`config.mk`:
```
export PLATFORM = sky130hd
export DESIGN_NAME = bc_display_scan
export DESIGN_NICKNAME = d
export VERILOG_FILES = /design/src/rtl/bc_display_scan.sv
export SDC_FILE = /design/constraint.sdc
export NUM_CORES = 1
export LEC_CHECK = 0
export ABC_CLOCK_PERIOD_IN_PS = 4900
export CELL_PAD_IN_SITES_DETAIL_PLACEMENT = 1
export CELL_PAD_IN_SITES_GLOBAL_PLACEMENT = 2
export CORE_MARGIN = 2
export CORE_UTILIZATION = 37
export CTS_BUF_LIST = sky130_fd_sc_hd__clkbuf_2
export DETAILED_ROUTE_END_ITERATION = 10
export PLACE_DENSITY = 0.85
export SYNTH_ARGS = -nofsm -noshare
export SYNTH_HDL_FRONTEND = slang
export SYNTH_SLANG_ARGS = --single-unit
```
`constraint.sdc`:
```
create_clock -name clock -period 4.9 [get_ports clock]
set_clock_uncertainty 0.15 [all_clocks]
set_input_delay 0.98 -clock clock [delete_from_list [all_inputs] [get_ports clock]]
set_output_delay 0.98 -clock clock [all_outputs]
set_load 0.03 [all_outputs]
```
`src/rtl/bc_display_scan.sv`:
```
// bc_display_scan: time-multiplexed driver for eight seven-segment displays.
// Latches a 32-bit glyph word plus per-digit blank/blink masks and scans them
// out one digit per slot, with a leading all-off guard interval per slot.
// Optional feature macro: BC_DISP_BLINK_EN (per-digit blinking).
module bc_display_scan #(
    parameter int unsigned SCAN_DIV  = 100000,
    parameter int unsigned GUARD     = 4,
    parameter int unsigned BLINK_DIV = 64
) (
    input  logic        clock,
    input  logic        reset,
    input  logic        load,
    input  logic [31:0] data,
    input  logic [7:0]  blank,
    input  logic [7:0]  blink,
    output logic [7:0]  an,
    output logic [6:0]  digit
);

    localparam int unsigned CW = (SCAN_DIV > 1) ? $clog2(SCAN_DIV) : 1;

    logic [CW-1:0] cnt;
    logic [2:0]    idx;
    logic [31:0]   sh_data;
    logic [7:0]    sh_blank;
    logic          cnt_last;
    logic          in_guard;
    logic          blink_dark;
    logic          dark;
    logic [4:0]    nib_base;
    logic [3:0]    nibble;

    // Active-low {g..a} pattern per glyph code; code F is the NULL marker.
    function automatic logic [6:0] seg(input logic [3:0] code);
        case (code)
            4'h0:    seg = 7'h40;
            4'h1:    seg = 7'h79;
            4'h2:    seg = 7'h24;
            4'h3:    seg = 7'h30;
            4'h4:    seg = 7'h19;
            4'h5:    seg = 7'h12;
            4'h6:    seg = 7'h02;
            4'h7:    seg = 7'h78;
            4'h8:    seg = 7'h00;
            4'h9:    seg = 7'h10;
            4'hA:    seg = 7'h08;
            4'hB:    seg = 7'h03;
            4'hC:    seg = 7'h46;
            4'hD:    seg = 7'h21;
            4'hE:    seg = 7'h06;
            default: seg = 7'h7F;
        endcase
    endfunction

    assign cnt_last = (cnt == CW'(SCAN_DIV - 1));

    // Guard interval only exists when GUARD is non-zero.
    if (GUARD > 0) begin : g_guard
        assign in_guard = (cnt < CW'(GUARD));
    end else begin : g_no_guard
        assign in_guard = 1'b0;
    end

`ifdef BC_DISP_BLINK_EN
    localparam int unsigned BW = (BLINK_DIV > 1) ? $clog2(BLINK_DIV) : 1;

    logic [7:0]    sh_blink;
    logic [BW-1:0] scan_cnt;
    logic          phase;

    // Blink mask shadow, scan counter and blink phase.
    always_ff @(posedge clock) begin
        if (reset) begin
            sh_blink <= 8'h00;
            scan_cnt <= '0;
            phase    <= 1'b0;
        end else begin
            if (load) begin
                sh_blink <= blink;
            end
            if (cnt_last && (idx == 3'd7)) begin
                if (scan_cnt == BW'(BLINK_DIV - 1)) begin
                    scan_cnt <= '0;
                    phase    <= ~phase;
                end else begin
                    scan_cnt <= scan_cnt + BW'(1);
                end
            end
        end
    end

    assign blink_dark = phase & sh_blink[idx];
`else
    localparam int unsigned unused_blink_div = BLINK_DIV;
    logic unused_blink;

    assign unused_blink = ^blink;
    assign blink_dark   = 1'b0;
`endif

    // Darkness decision and glyph selection from current state.
    always_comb begin
        nib_base = {idx, 2'b00};
        nibble   = sh_data[nib_base +: 4];
        dark     = in_guard | sh_blank[idx] | blink_dark;
    end

    // Shadows, scan counters and registered pin outputs.
    always_ff @(posedge clock) begin
        if (reset) begin
            sh_data  <= 32'h0;
            sh_blank <= 8'hFF;
            cnt      <= '0;
            idx      <= 3'd0;
            an       <= 8'hFF;
            digit    <= 7'h7F;
        end else begin
            if (load) begin
                sh_data  <= data;
                sh_blank <= blank;
            end
            if (cnt_last) begin
                cnt <= '0;
                idx <= idx + 3'd1;
            end else begin
                cnt <= cnt + CW'(1);
            end
            if (dark) begin
                an    <= 8'hFF;
                digit <= 7'h7F;
            end else begin
                an    <= ~(8'b1 << idx);
                digit <= seg(nibble);
            end
        end
    end

endmodule

```
* Word level (Yosys, flattened, before mapping)
Memories as Yosys holds them, arrays and structs flattened. A register that Yosys moved wholly into a read port is not among the register bits.
Index checks and enable logic that the tools add are counted.
** Word-level totals
- Memories kept :: 1
- Bits of input ports :: 51
- Output and inout port bits :: 15
- Memory bits (read-only) :: 112
- Word-level logic and storage cells :: 19
- Bits in registers :: 68
** Memories
- (no name shown) :: words 16, bits a word 7, rd ports 1, clocked after memory_dff 1, wr ports 0, RTL line 35 : case (code)
** Cells by class
- Equality and inequality tests :: 1
- Shift-type cells :: 2
- $lt $le $gt $ge :: 2
- Bitwise operators :: 2
- $add $sub $neg :: 2
- Reduce and logical (&&, ||, !) cells :: 2
- Muxes and demuxes :: 2
** Operators by type and width (count)
- $shiftx A32 B6 Y4 :: 1
- $add A17 B1 Y17 const B :: 1
- $eq A17 B17 Y1 const B :: 1
- $lt A17 B3 Y1 const B :: 1
- $not A8 Y8 :: 1
- $shl A1 B3 Y8 const A :: 1
- $lt A3 B4 Y1 const B :: 1
- $reduce_or A2 Y1 :: 2
- $add A3 B1 Y3 const B :: 1
- $bmux W1 S3 :: 1
- $mux W1 :: 1
- $or A1 B1 Y1 :: 1

* Logic depth before layout (Yosys ltp)
- Depth after elaboration :: 4
- Mapped depth :: 8
- Mapped depth without buffers :: 7

* Worst setup path after synthesis
OpenSTA, ideal clock, no wires.
- Kind :: flip-flop to flip-flop
- Start point :: register idx[0]
- End point :: register digit[6]
- Path buffers :: 1
- Period minus slack after synthesis :: 2.335 ns
- Data required time :: 4.615 ns
- Library setup time :: 0.135 ns
- Setup slack :: 2.565 ns
- Arrival time :: 2.049 ns
- Cell stages (with the launch flop) :: 8
- Cell sequence :: dfxtp_1 buf_6 mux4_1 mux2i_1 inv_1 ha_1 mux2i_1 o221ai_1
** Between the ends
- Cells in the longest elaborated chain, start to end :: 4
- Elaborated cells between the ends (all ways) :: 5
- Those cells by class :: shift: 1; mux: 2; bitwise: 1; reduce/logical: 1
** Ends and longest elaborated chain
- start, declared :: RTL line 23 : logic [2:0] idx;
- start signal, assigned :: RTL line 124 : idx <= idx + 3'd1;
- $bmux W1 S3 :: RTL line 105 : dark = in_guard | sh_blank[idx] | blink_dark;
- $mux W1 (implied by the code) :: RTL line 105
- $or A1 B1 Y1 :: RTL line 105
- $reduce_or A2 Y1 (no source line)
- end, declared :: RTL line 17 : output logic [6:0] digit
Several ways; a longest one is shown, not always the timed one. The select of a mux whose other input is x is not followed.
A chain may end at the register's enable or synchronous reset.

* Worst setup path after layout
Same ends and word-level chain as after synthesis.

==> metrics.csv <==
stage,metric,value,unit
placement,gp_congestion,0.754,
logic_synthesis,synth_edf_count,0,
clock_network,numCtsBuffers,9,
routing,dr.pass1.iters,4,
flow_run,cap_violations,0,
critical_path,critPathKind,reg2reg,
placement,dpl-instance-area,3970,um^2
global_route,gr-total-overflow,0,
logic_synthesis,netlist_instances,313,
final_layout,nNetsFinal,429,
logic_synthesis,synth_top_family_by_area,multiplexers,
global_route,grt-busiest-layer,met2,
floorplan,core_area,8760,um^2
global_route,use_met1,0.190,
sta,finalWorstSetupSlack,1780,ps
routing,wl_per_cell,15.8,um
global_route,grt_pass1_wl,12300,um
critical_path,cp-start-kind,flop,
global_route,use_met2,0.271,
final_layout,layout_commonest_cell,dfxtp_1,
sta,fmax,0.321,GHz
run_status,run_status,"complete, no violations",
sta,setup_viol,0,
clock_network,cts_tree,built,
final_layout,antennaDiodeCount,0,
routing,drc,0,
sta,drv_slew,0,
logic_synthesis,ys_types,41,
clock_network,clk_latency,520,ps
power,ir_worst_vdd,0.0000946,V
global_route,first_global_vias,2585,
logic_synthesis,synthAdderAreaFrac,0.0484,
final_layout,post-route-cell-area,4070,um^2
logic_synthesis,synth-simple-area-share,0.151,
clock_network,post_cts_buffers,0,
floorplan,ios,66,
critical_path,cp.required,5170,ps
clock_network,cts.path.max_buffers,2,
clock_network,cts-htree-levels,3,
floorplan,die_y,99.3,um
final_layout,drive_above_1_share,0.0870,
final_layout,final_util,0.464,
logic_synthesis,ys_dominant_reg_cell,dfxtp_1,
routing,vias,2474,
power,power.leakage,1.66,nW
logic_synthesis,synth_warnings,0,
global_route,met3_usage,0.0344,
final_layout,final_cell_mix,"dfxtp_1, clkdlybuf4s50_1, nor2_1, mux2i_1, nand3_1",
global_route,grt_max_degree,36,
clock_network,ctsResizeCount,0,
floorplan,dieArea,9860,um^2
floorplan,initial_utilization,0.384,
logic_synthesis,synthTopCellsByArea,"dfxtp_1, mux2i_1, nor2_1",
sta,fin_hold_ws,333,ps
final_layout,fillers,994,
sta,fin_tns_setup,0,ps
routing,wl,7520,um
placement,place_inst,462,
logic_synthesis,syn-mean-instance-area,10.7,um^2
logic_synthesis,yosysTopAreaCell,dfxtp_1,
routing,ant_nets,0,
logic_synthesis,synth_seq_area_share,0.447,
sta,slew_headroom,0.418,
routing,viasPerCell,5.20,
global_route,grt.total_usage,0.158,
logic_synthesis,synthXorXnorAreaFrac,0.0313,
final_layout,stdcell_count,476,
global_route,antenna_found_initial,0,
logic_synthesis,synth-compound-area-share,0.0633,
routing,drt_iter0_drc,59,
final_layout,area_growth,21.0,%
placement,hpwl,5330,um
clock_network,cts_sinks,75,
logic_synthesis,synth_top_area_share,0.447,
critical_path,endpoint_kind,flop,
placement,portBuffers,57,
clock_network,cts_root_buf,clkbuf_2,
logic_synthesis,synth_seq_cells,75,
power,total_power,1.10,mW
logic_synthesis,synthesis.nets,377,
sta,fin_crit_sh,0.636,
sta,rsz0062_at_grt,no,
clock_network,ctsHoldBuffers,0,
sta,min_period,3120,ps
logic_synthesis,netlist_area,3360,um^2
clock_network,cts.clk_slew.worst_paths,220,ps
critical_path,cp_data_arrival_time,3390,ps
power,p_per_area,270,nW/um^2
sta,tightest_slew,870,ps
floorplan,die_w,99.3,um
placement,detailedPlace.worstSlack,1740,ps
sta,final-hold-violation-count,0,
logic_synthesis,async_reset_ff_frac,0,
critical_path,path_max_fanout,14,
logic_synthesis,synthMuxAreaShare,0.219,
min_path,worstHoldPathType,reg2reg,
floorplan,fp-row-count,34,
[kinds of logic after synthesis]
| group | after synthesis |
|---|---|
| AO/OA/AOI/OAI | 29 |
| adder cells (fa/ha/maj) | 13 |
| AND/OR/NAND/NOR | 102 |
| buffers and inverters | 26 |
| multiplexers | 56 |
| XOR/XNOR | 12 |
| flip-flops | 75 |
[report_power, final]
part	total (mW)	leakage, nW	internal, mW	switching, mW
registers	0.646	0.614	0.634	0.0124
logic	0.125	0.984	0.0702	0.0550
clock network	0.327	0.0651	0.111	0.215
[per-layer routing]
layer | share of wire | up-vias
met3 | 0.035 | 9
met5 | 0 | -
met4 | 0.015 | 0
met1 | 0.46 | 1200
met2 | 0.49 | 48
li1 | - | 1217
[cell usage after synthesis (3+ instances only)]
master and number:
a211o_1 8, a21oi_1 6, a22oi_1 3, and4_1 4, buf_2 5, buf_6 4
clkbuf_1 8, dfxtp_1 75, ha_1 13, inv_1 7, mux2i_1 41, mux4_1 5
mux4_2 5, nand2_1 8, nand3_1 16, nand4_1 5, nor2_1 46, nor2b_1 8
nor4_1 3, o21ai_0 5, or3_1 3, xor2_1 11
[state kept, by name, indices dropped and copies added (netlist names)]
register,cells
an,8
sh_blank,8
sh_data,32
digit,7
cnt,17
idx,3
[worst max-delay path: stages, from the launching register on]
cell	delay [ps]
dfxtp_1	890
mux4_1	660
mux2i_1	510
inv_1	210
ha_1	310
mux2i_1	160
o221ai_1	140
[path summary, 6_finish.rpt]
path | start | endpoint | slack, ps | cells past startpoint
worst max-delay path | idx[0] | digit[6] | 1780 | 6
worst min-delay path | cnt[0] | cnt[0] | 330 | 1
worst max register to register | idx[0] | digit[6] | 1780 | 6
worst min register to register | cnt[0] | cnt[0] | 330 | 1
[layout make-up]
class / count / area, um^2 / area share
Inverter: 8 / 30.0 / 0.00738
Clock inverter: 4 / 43.8 / 0.0108
Tap cell: 108 / 135 / 0.0332
Sequential cell: 75 / 1500 / 0.369
Multi-Input combinational cell: 212 / 1730 / 0.424
Timing Repair Buffer: 59 / 581 / 0.143
Clock buffer: 10 / 50.0 / 0.0123
Note: power is estimated with default switching activity, not from simulation.
